$ cat src/rtl/mod_seq_ctrl_if.sv
// Source bit handshake plus modulator input/output taps seen by the frame sequencer.
// master = sequencer side, slave = source/modulator side.
interface mod_seq_ctrl_if;
    logic src_dat;
    logic src_vld;
    logic src_rdy;
    logic mod_sig_di;
    logic mod_sig_di_vld;
    logic mod_pld_di;
    logic mod_pld_di_vld;
    logic mod_sig_do_vld;
    logic mod_pld_do_sym_end;
    logic mod_pld_do_vld;

    modport master (
        input  src_dat, src_vld, mod_sig_do_vld, mod_pld_do_sym_end, mod_pld_do_vld,
        output src_rdy, mod_sig_di, mod_sig_di_vld, mod_pld_di, mod_pld_di_vld
    );

    modport slave (
        output src_dat, src_vld, mod_sig_do_vld, mod_pld_do_sym_end, mod_pld_do_vld,
        input  src_rdy, mod_sig_di, mod_sig_di_vld, mod_pld_di, mod_pld_di_vld
    );
endinterface

$ cat src/rtl/mod_seq_ctrl.sv
// Frame sequencer: signal field then zero-padded payload symbols to the modulator, 1-cycle registered latency.
// Never stalls the modulator; a source gap is zero-filled and flagged; done once all modulator outputs are seen.
module mod_seq_ctrl #(
    parameter int SIG_BITS = 48,
    parameter int SYM_BITS = 192,
    parameter int SIG_OUT  = 48,
    parameter int LEN_W    = 16
) (
    input  logic             mctl_clk,
    input  logic             mctl_rst_n,
    input  logic             start,
    input  logic [LEN_W-1:0] pld_bits,
    mod_seq_ctrl_if.master   bus,
    output logic             busy,
    output logic             done,
    output logic             underrun
);
    localparam logic [2:0] S_IDLE  = 3'd0;
    localparam logic [2:0] S_SIG   = 3'd1;
    localparam logic [2:0] S_PLD   = 3'd2;
    localparam logic [2:0] S_PAD   = 3'd3;
    localparam logic [2:0] S_DRAIN = 3'd4;
    localparam logic [2:0] S_DONE  = 3'd5;

    localparam int BC_W = $clog2((SYM_BITS > SIG_BITS) ? SYM_BITS : SIG_BITS);
    localparam int SO_W = $clog2(SIG_OUT + 1);
    localparam logic [BC_W-1:0] SIG_LAST = BC_W'(SIG_BITS - 1);
    localparam logic [BC_W-1:0] SYM_LAST = BC_W'(SYM_BITS - 1);
    localparam logic [SO_W-1:0] SIG_OUT_C = SO_W'(SIG_OUT);

    logic [2:0]       state;
    logic [BC_W-1:0]  bcnt;
    logic [LEN_W-1:0] rem;
    logic [LEN_W-1:0] sym_iss;
    logic [LEN_W-1:0] sym_end_cnt;
    logic [SO_W-1:0]  sig_out_cnt;
    logic             src_bit;

    assign src_bit     = bus.src_vld & bus.src_dat;
    assign bus.src_rdy = (state == S_SIG) || (state == S_PLD);
    assign busy        = (state != S_IDLE);
    assign done        = (state == S_DONE);

    always_ff @(posedge mctl_clk or negedge mctl_rst_n) begin
        if (!mctl_rst_n) begin
            state              <= S_IDLE;
            bcnt               <= '0;
            rem                <= '0;
            sym_iss            <= '0;
            sym_end_cnt        <= '0;
            sig_out_cnt        <= '0;
            underrun           <= 1'b0;
            bus.mod_sig_di     <= 1'b0;
            bus.mod_sig_di_vld <= 1'b0;
            bus.mod_pld_di     <= 1'b0;
            bus.mod_pld_di_vld <= 1'b0;
        end else begin
            bus.mod_sig_di     <= 1'b0;
            bus.mod_sig_di_vld <= 1'b0;
            bus.mod_pld_di     <= 1'b0;
            bus.mod_pld_di_vld <= 1'b0;

            // A symbol end can never legitimately precede its issue, so sym_iss is the ceiling.
            if (state != S_IDLE) begin
                if (bus.mod_sig_do_vld && (sig_out_cnt != SIG_OUT_C))
                    sig_out_cnt <= sig_out_cnt + 1'b1;
                if (bus.mod_pld_do_sym_end && bus.mod_pld_do_vld && (sym_end_cnt < sym_iss))
                    sym_end_cnt <= sym_end_cnt + 1'b1;
            end

            case (state)
                S_IDLE: begin
                    if (start) begin
                        rem         <= pld_bits;
                        underrun    <= 1'b0;
                        sym_iss     <= '0;
                        sym_end_cnt <= '0;
                        sig_out_cnt <= '0;
                        bcnt        <= '0;
                        state       <= S_SIG;
                    end
                end
                S_SIG: begin
                    bus.mod_sig_di     <= src_bit;
                    bus.mod_sig_di_vld <= 1'b1;
                    if (!bus.src_vld)
                        underrun <= 1'b1;
                    if (bcnt == SIG_LAST) begin
                        bcnt  <= '0;
                        state <= (rem != '0) ? S_PLD : S_DRAIN;
                    end else begin
                        bcnt <= bcnt + 1'b1;
                    end
                end
                S_PLD: begin
                    bus.mod_pld_di     <= src_bit;
                    bus.mod_pld_di_vld <= 1'b1;
                    if (!bus.src_vld)
                        underrun <= 1'b1;
                    rem <= rem - 1'b1;
                    if (bcnt == SYM_LAST) begin
                        bcnt    <= '0;
                        sym_iss <= sym_iss + 1'b1;
                    end else begin
                        bcnt <= bcnt + 1'b1;
                    end
                    if (rem == LEN_W'(1))
                        state <= (bcnt == SYM_LAST) ? S_DRAIN : S_PAD;
                end
                S_PAD: begin
                    bus.mod_pld_di_vld <= 1'b1;
                    if (bcnt == SYM_LAST) begin
                        bcnt    <= '0;
                        sym_iss <= sym_iss + 1'b1;
                        state   <= S_DRAIN;
                    end else begin
                        bcnt <= bcnt + 1'b1;
                    end
                end
                S_DRAIN: begin
                    if ((sig_out_cnt == SIG_OUT_C) && (sym_end_cnt == sym_iss))
                        state <= S_DONE;
                end
                S_DONE:  state <= S_IDLE;
                default: state <= S_IDLE;
            endcase
        end
    end
endmodule

$ cat src/flat_wrapper.sv
// flat-port wrapper written by rule: the top's interface ports become plain ports
module mod_seq_ctrl_flat 
#(
    parameter int SIG_BITS = 48,
    parameter int SYM_BITS = 192,
    parameter int SIG_OUT  = 48,
    parameter int LEN_W    = 16
)
  (mctl_clk, mctl_rst_n, start, pld_bits, busy, done, underrun, bus_src_dat, bus_src_vld, bus_mod_sig_do_vld, bus_mod_pld_do_sym_end, bus_mod_pld_do_vld, bus_src_rdy, bus_mod_sig_di, bus_mod_sig_di_vld, bus_mod_pld_di, bus_mod_pld_di_vld);
  mod_seq_ctrl_if bus_i ();
  input  logic mctl_clk;
  input  logic mctl_rst_n;
  input  logic start;
  input  logic [LEN_W-1:0] pld_bits;
  output logic busy;
  output logic done;
  output logic underrun;
  input wire logic [$bits(bus_i.src_dat)-1:0] bus_src_dat;
  input wire logic [$bits(bus_i.src_vld)-1:0] bus_src_vld;
  input wire logic [$bits(bus_i.mod_sig_do_vld)-1:0] bus_mod_sig_do_vld;
  input wire logic [$bits(bus_i.mod_pld_do_sym_end)-1:0] bus_mod_pld_do_sym_end;
  input wire logic [$bits(bus_i.mod_pld_do_vld)-1:0] bus_mod_pld_do_vld;
  output wire logic [$bits(bus_i.src_rdy)-1:0] bus_src_rdy;
  output wire logic [$bits(bus_i.mod_sig_di)-1:0] bus_mod_sig_di;
  output wire logic [$bits(bus_i.mod_sig_di_vld)-1:0] bus_mod_sig_di_vld;
  output wire logic [$bits(bus_i.mod_pld_di)-1:0] bus_mod_pld_di;
  output wire logic [$bits(bus_i.mod_pld_di_vld)-1:0] bus_mod_pld_di_vld;
  assign bus_i.src_dat = bus_src_dat;
  assign bus_i.src_vld = bus_src_vld;
  assign bus_i.mod_sig_do_vld = bus_mod_sig_do_vld;
  assign bus_i.mod_pld_do_sym_end = bus_mod_pld_do_sym_end;
  assign bus_i.mod_pld_do_vld = bus_mod_pld_do_vld;
  assign bus_src_rdy = bus_i.src_rdy;
  assign bus_mod_sig_di = bus_i.mod_sig_di;
  assign bus_mod_sig_di_vld = bus_i.mod_sig_di_vld;
  assign bus_mod_pld_di = bus_i.mod_pld_di;
  assign bus_mod_pld_di_vld = bus_i.mod_pld_di_vld;
  mod_seq_ctrl #(.SIG_BITS(SIG_BITS), .SYM_BITS(SYM_BITS), .SIG_OUT(SIG_OUT), .LEN_W(LEN_W)) u_core (.mctl_clk(mctl_clk), .mctl_rst_n(mctl_rst_n), .start(start), .pld_bits(pld_bits), .bus(bus_i), .busy(busy), .done(done), .underrun(underrun));
endmodule
$ cat config.mk
export PLATFORM = sky130hd
export DESIGN_NAME = mod_seq_ctrl_flat
export DESIGN_NICKNAME = d
export VERILOG_FILES = /design/src/rtl/mod_seq_ctrl_if.sv /design/src/rtl/mod_seq_ctrl.sv /design/src/flat_wrapper.sv
export SDC_FILE = /design/constraint.sdc
export NUM_CORES = 1
export LEC_CHECK = 0
export BUFFER_PORTS_ARGS = -buffer_cell sky130_fd_sc_hd__buf_4
export CORE_MARGIN = 1.5
export CORE_UTILIZATION = 50
export DETAILED_ROUTE_END_ITERATION = 10
export PLACE_DENSITY = 0.68
export SETUP_SLACK_MARGIN = 0.2
export SKIP_LAST_GASP = 1
export SYNTH_ARGS = -nofsm -noshare
export SYNTH_HDL_FRONTEND = slang
export SYNTH_SLANG_ARGS = --single-unit
$ cat constraint.sdc
create_clock -name mctl_clk -period 3 [get_ports mctl_clk]
set_clock_uncertainty 0.2 [all_clocks]
set_input_delay 0.6 -clock mctl_clk [delete_from_list [all_inputs] [get_ports mctl_clk]]
set_output_delay 0.6 -clock mctl_clk [all_outputs]
set_load 0.05 [all_outputs]
==> implementation parameters <==
Parameter                              Value

Clock network
  Cell at the root of the clock tree    sky130_fd_sc_hd__clkbuf_8
  Worst-path clk slew    0.07 ns
  Clk Latency, worst-skew pair    0.35 ns
  Maximum clock path buffer count    2
  Inserted Clock Buffers    9
  CTS hold repair buffers    0
  Cts repair resizes    0
  TritonCTS sink count    70
  Number of buffers added for setup after CTS    0
  Number of H-tree levels    3
  Clock tree from TritonCTS    done

Logic synthesis
  Top-area cell type share of the netlist area    0.4276
  Main combinational cell family by area after synthesis    simple AND/OR/NAND/NOR gates
  Total of flip-flops plus latches after synthesis    70
  Top cells by area, synth    sky130_fd_sc_hd__dfrtp_1, sky130_fd_sc_hd__ha_1, sky130_fd_sc_hd__nand2_1
  Post-synthesis xor/xnor area fraction    0.03635
  Cell count after synthesis    460
  Fraction of synthesized area in multiplexers    0.02932
  Most instantiated flip-flop cell in the synthesis netlist    sky130_fd_sc_hd__dfrtp_1
  Synthesized Nets    507
  Sequential-to-total area share from yosys stat    0.4276
  Cell type contributing the most total cell area after synthesis    sky130_fd_sc_hd__dfrtp_1
  Synth Area in Compound Gates    0.1451
  Count of flip-flops with a built-in enable after synthesis    0
  Post-synthesis average cell area    8.905 sq um
  Unique masters post-synth    57
  Post-synthesis adder-cell area fraction    0.07025
  Basic-gate share of the synthesized area counting and, or, nand and nor cells    0.2508
  Count of yosys warnings during synthesis    0
  Post-synth design cell area    0.004096 sq mm
  Synth async-reset ratio    1.000

Route
  Antenna-violating nets left    0
  Aggregate routed wire length    8923 um
  Routed met2 length    4232 um
  Vias post-DR    3445
  WL met1    4263 um
  Via-per-instance ratio    5.694
  Number of iterations in the first detailed-routing pass    5
  Met3 WL post-DR    291 um
  Remaining design rule violation count    0
  Iter 0 DRT Violations    166
  Average detailed-routed wire length per instance    14.75 um
  Top routing layer used    met4

Cells and area
  Final non-filler cell area    0.004748 sq mm
  Fraction of final layout cells sized beyond drive strength 1    0.1392
  Non-filler instance count after layout    605
  Growth of design area from synthesis to finish    15.91%
  Antenna fix cells    0
  Core occupancy in the finished layout    0.6051
  Combined area of the multi-input logic cells    0.002191 sq mm
  Final net count    545
  Filler cell count in the final layout    721
  Sequential cell area    0.001752 sq mm

Global route
  Global-route wire length before repair    15210 um
  Maximum number of pins on one net before global-route repair    71
  GRT Resource Usage Total    0.2205
  Number of global-route vias before repair    3274
  Grt ovf    0
  Antenna violations before repair    0

Status
  Result of the run    finished, final reports clean

Worst setup path
  Critical Path RT    3.07 ns
  Largest fanout on the critical path    7
  Crit. End Element    flop
  Crit path launch type    flop
  CP Data Arrival Time    2.64 ns
  Maximum single-stage delay on the critical path    0.48 ns
  FF-to-FF path depth    7
  Critical-path top delay cell    sky130_fd_sc_hd__or4b_4
  Kind of cell with the highest combined delay on the critical path    simple AND/OR/NAND/NOR gates
  Buffers & Inverters on Critical Path    0
  Worst path depth    7
  Type of the worst setup path    flop to flop
  Series of cell instances along the critical path    ha_1 > a41oi_1 > o21ai_1 > a21oi_2 > or4b_4 > or3_1 > a21oi_1

STA
  Post-route worst setup slack    0.4319 ns
  Unrepaired setup endpoints after global routing    false
  Maximum frequency from static timing analysis    389.4 MHz
  Number of failing hold endpoints at the final stage    0
  Final critical delay including setup and external delays    2.568 ns
  Worst hold-check slack    0.1858 ns
  Final critical-path share of the clock period    0.8560
  Actual slew at the worst max-slew pin    0.8923 ns
  Max-slew violations    0
  Headroom to the max-slew limit    0.4051
  Setup TNS Final    0 ns
  Final setup violation count    0

Pwr
  Ratio of total power to cell area    495.7 mW/mm^2
  Part of the total power dissipated in sequential elements    0.469
  Pleak    2.235 nW
  Switching portion of total power    0.2480
  Clock share of power    0.426
  Worst-case vdd ir drop    0.2461 mV
  Share of power burned in combinational logic    0.105
  Internal power contribution    1.770 mW
  Final Power    2.354 mW
  Net load switching power    0.5839 mW

Floorplan
  Chip height    93.52 um
  Die X-Extent    93.52 um
  Initial standard-cell utilization of the core    0.5220
  Total Die Area    0.008745 sq mm
  Standard-cell rows    32
  Placeable core region    0.007848 sq mm
  Num ports    32

Placement
  Cell area after placement    0.004474 sq mm
  HPWL after DPL    6257 um
  Placement-stage worst setup slack    0.3774 ns
  Placed Cells incl. Taps    589
  Global placer's final weighted congestion    0.8216
  # port buffers    31

Run
  Max-cap violation count    0

Min path
  Class of the tightest hold or removal check    input pin to async pin
[worst register-to-register path, delay by kind of cell, from the launching register on]
| family | cells | cell delay (ns) |
|---|---|---|
| simple gates | 2 | 0.83 |
| fa+ha+maj | 1 | 0.35 |
| compound gates | 4 | 0.66 |
| flops | 1 | 0.45 |
[logic make-up after synthesis]
kind of cell	Yosys count
AOI/OAI and AO/OA	92
xor gates and xnor gates	17
adders and majority gates	23
muxes	12
DFF	70
buffers and inverters	44
and+or+nand+nor	202
[registers in the layout, indices dropped and copies added (netlist names)]
register and count:
u_core.bus.mod_sig_di 1, u_core.bus.mod_pld_di_vld 1, u_core.sym_end_cnt 16, u_core.rem 16, u_core.bus.mod_pld_di 1, u_core.bus.mod_sig_di_vld 1, u_core.state 3, u_core.sym_iss 16
u_core.sig_out_cnt 6, u_core.underrun 1, u_core.bcnt 8
[worst paths after layout]
path	endpoint	slack, ns	start
max in group asynchronous	u_core.bcnt[6]$_DFFE_PN0P_	1.84	mctl_rst_n
worst min register to register	u_core.underrun$_DFFE_PN0P_	0.30	u_core.underrun$_DFFE_PN0P_
worst max register to register	u_core.sym_end_cnt[13]$_DFF_PN0_	0.43	u_core.sym_end_cnt[10]$_DFF_PN0_
worst min-delay path	u_core.sym_iss[14]$_DFFE_PN0P_	0.19	mctl_rst_n
worst max-delay path	u_core.sym_end_cnt[13]$_DFF_PN0_	0.43	u_core.sym_end_cnt[10]$_DFF_PN0_
min in group mctl_clk	u_core.underrun$_DFFE_PN0P_	0.26	bus_src_vld
[cells in the mapped netlist (all sizes together) (2+ instances only)]
master,n
and3,10
or2,2
buf,2
a31o,4
nand4,15
and2,5
nand2b,4
nand3,28
nand2,53
xor2,2
nor2,45
o22ai,2
dfrtp,70
xnor2,15
a32oi,2
nor3b,3
or4b,2
o311ai,4
inv,31
o21ai,23
o31ai,5
ha,23
mux2i,12
o21a,3
nor2b,6
o211ai,3
nor4,4
clkbuf,11
a21oi,28
or3,3
nor4b,3
a311oi,5
nor3,12
and4,3
[layout by cell type, fill, tap and decap left out, types with 5 or more instances in the layout]
| cell type | count |
|---|---|
| sky130_fd_sc_hd__dfrtp_1 | 70 |
| sky130_fd_sc_hd__nand2_1 | 53 |
| sky130_fd_sc_hd__nor2_1 | 45 |
| sky130_fd_sc_hd__buf_4 | 40 |
| sky130_fd_sc_hd__inv_1 | 31 |
| sky130_fd_sc_hd__nand3_1 | 28 |
| sky130_fd_sc_hd__a21oi_1 | 27 |
| sky130_fd_sc_hd__ha_1 | 23 |
| sky130_fd_sc_hd__o21ai_0 | 22 |
| sky130_fd_sc_hd__nand4_1 | 15 |
| sky130_fd_sc_hd__xnor2_1 | 15 |
| sky130_fd_sc_hd__mux2i_1 | 12 |
| sky130_fd_sc_hd__nor3_1 | 11 |
| sky130_fd_sc_hd__and3_1 | 10 |
| sky130_fd_sc_hd__clkbuf_8 | 9 |
| sky130_fd_sc_hd__nor2b_1 | 6 |
| sky130_fd_sc_hd__a311oi_1 | 5 |
| sky130_fd_sc_hd__o31ai_1 | 5 |
[cell type report]
cell class / instances / share of cell area
multi-input combinational: 346 / 0.4614
tap: 102 / 0.02688
inverter: 31 / 0.02451
timing repair buffer: 40 / 0.06324
sequential: 70 / 0.3689
clock inverter: 6 / 0.02819
clock buffer: 10 / 0.02688
[metal layers]
layer / global-route usage / vias to the layer above
li1: - / 1725
met1: 0.3030 / 1638
met2: 0.3472 / 67
met3: 0.03984 / 15
met4: 0.07955 / 0
met5: 0 / -
[power groups by stage]
stage               clock, mW  combinational [mW]  sequential [mW]
floorplan                   0               0.162             1.10
finish                   1.00               0.248             1.10
global placement            0               0.237             1.12
detailed placement          0               0.248             1.12
global route             1.07               0.290             1.12
CTS                      1.02               0.250             1.10
Power figures use the tool's default switching activity.
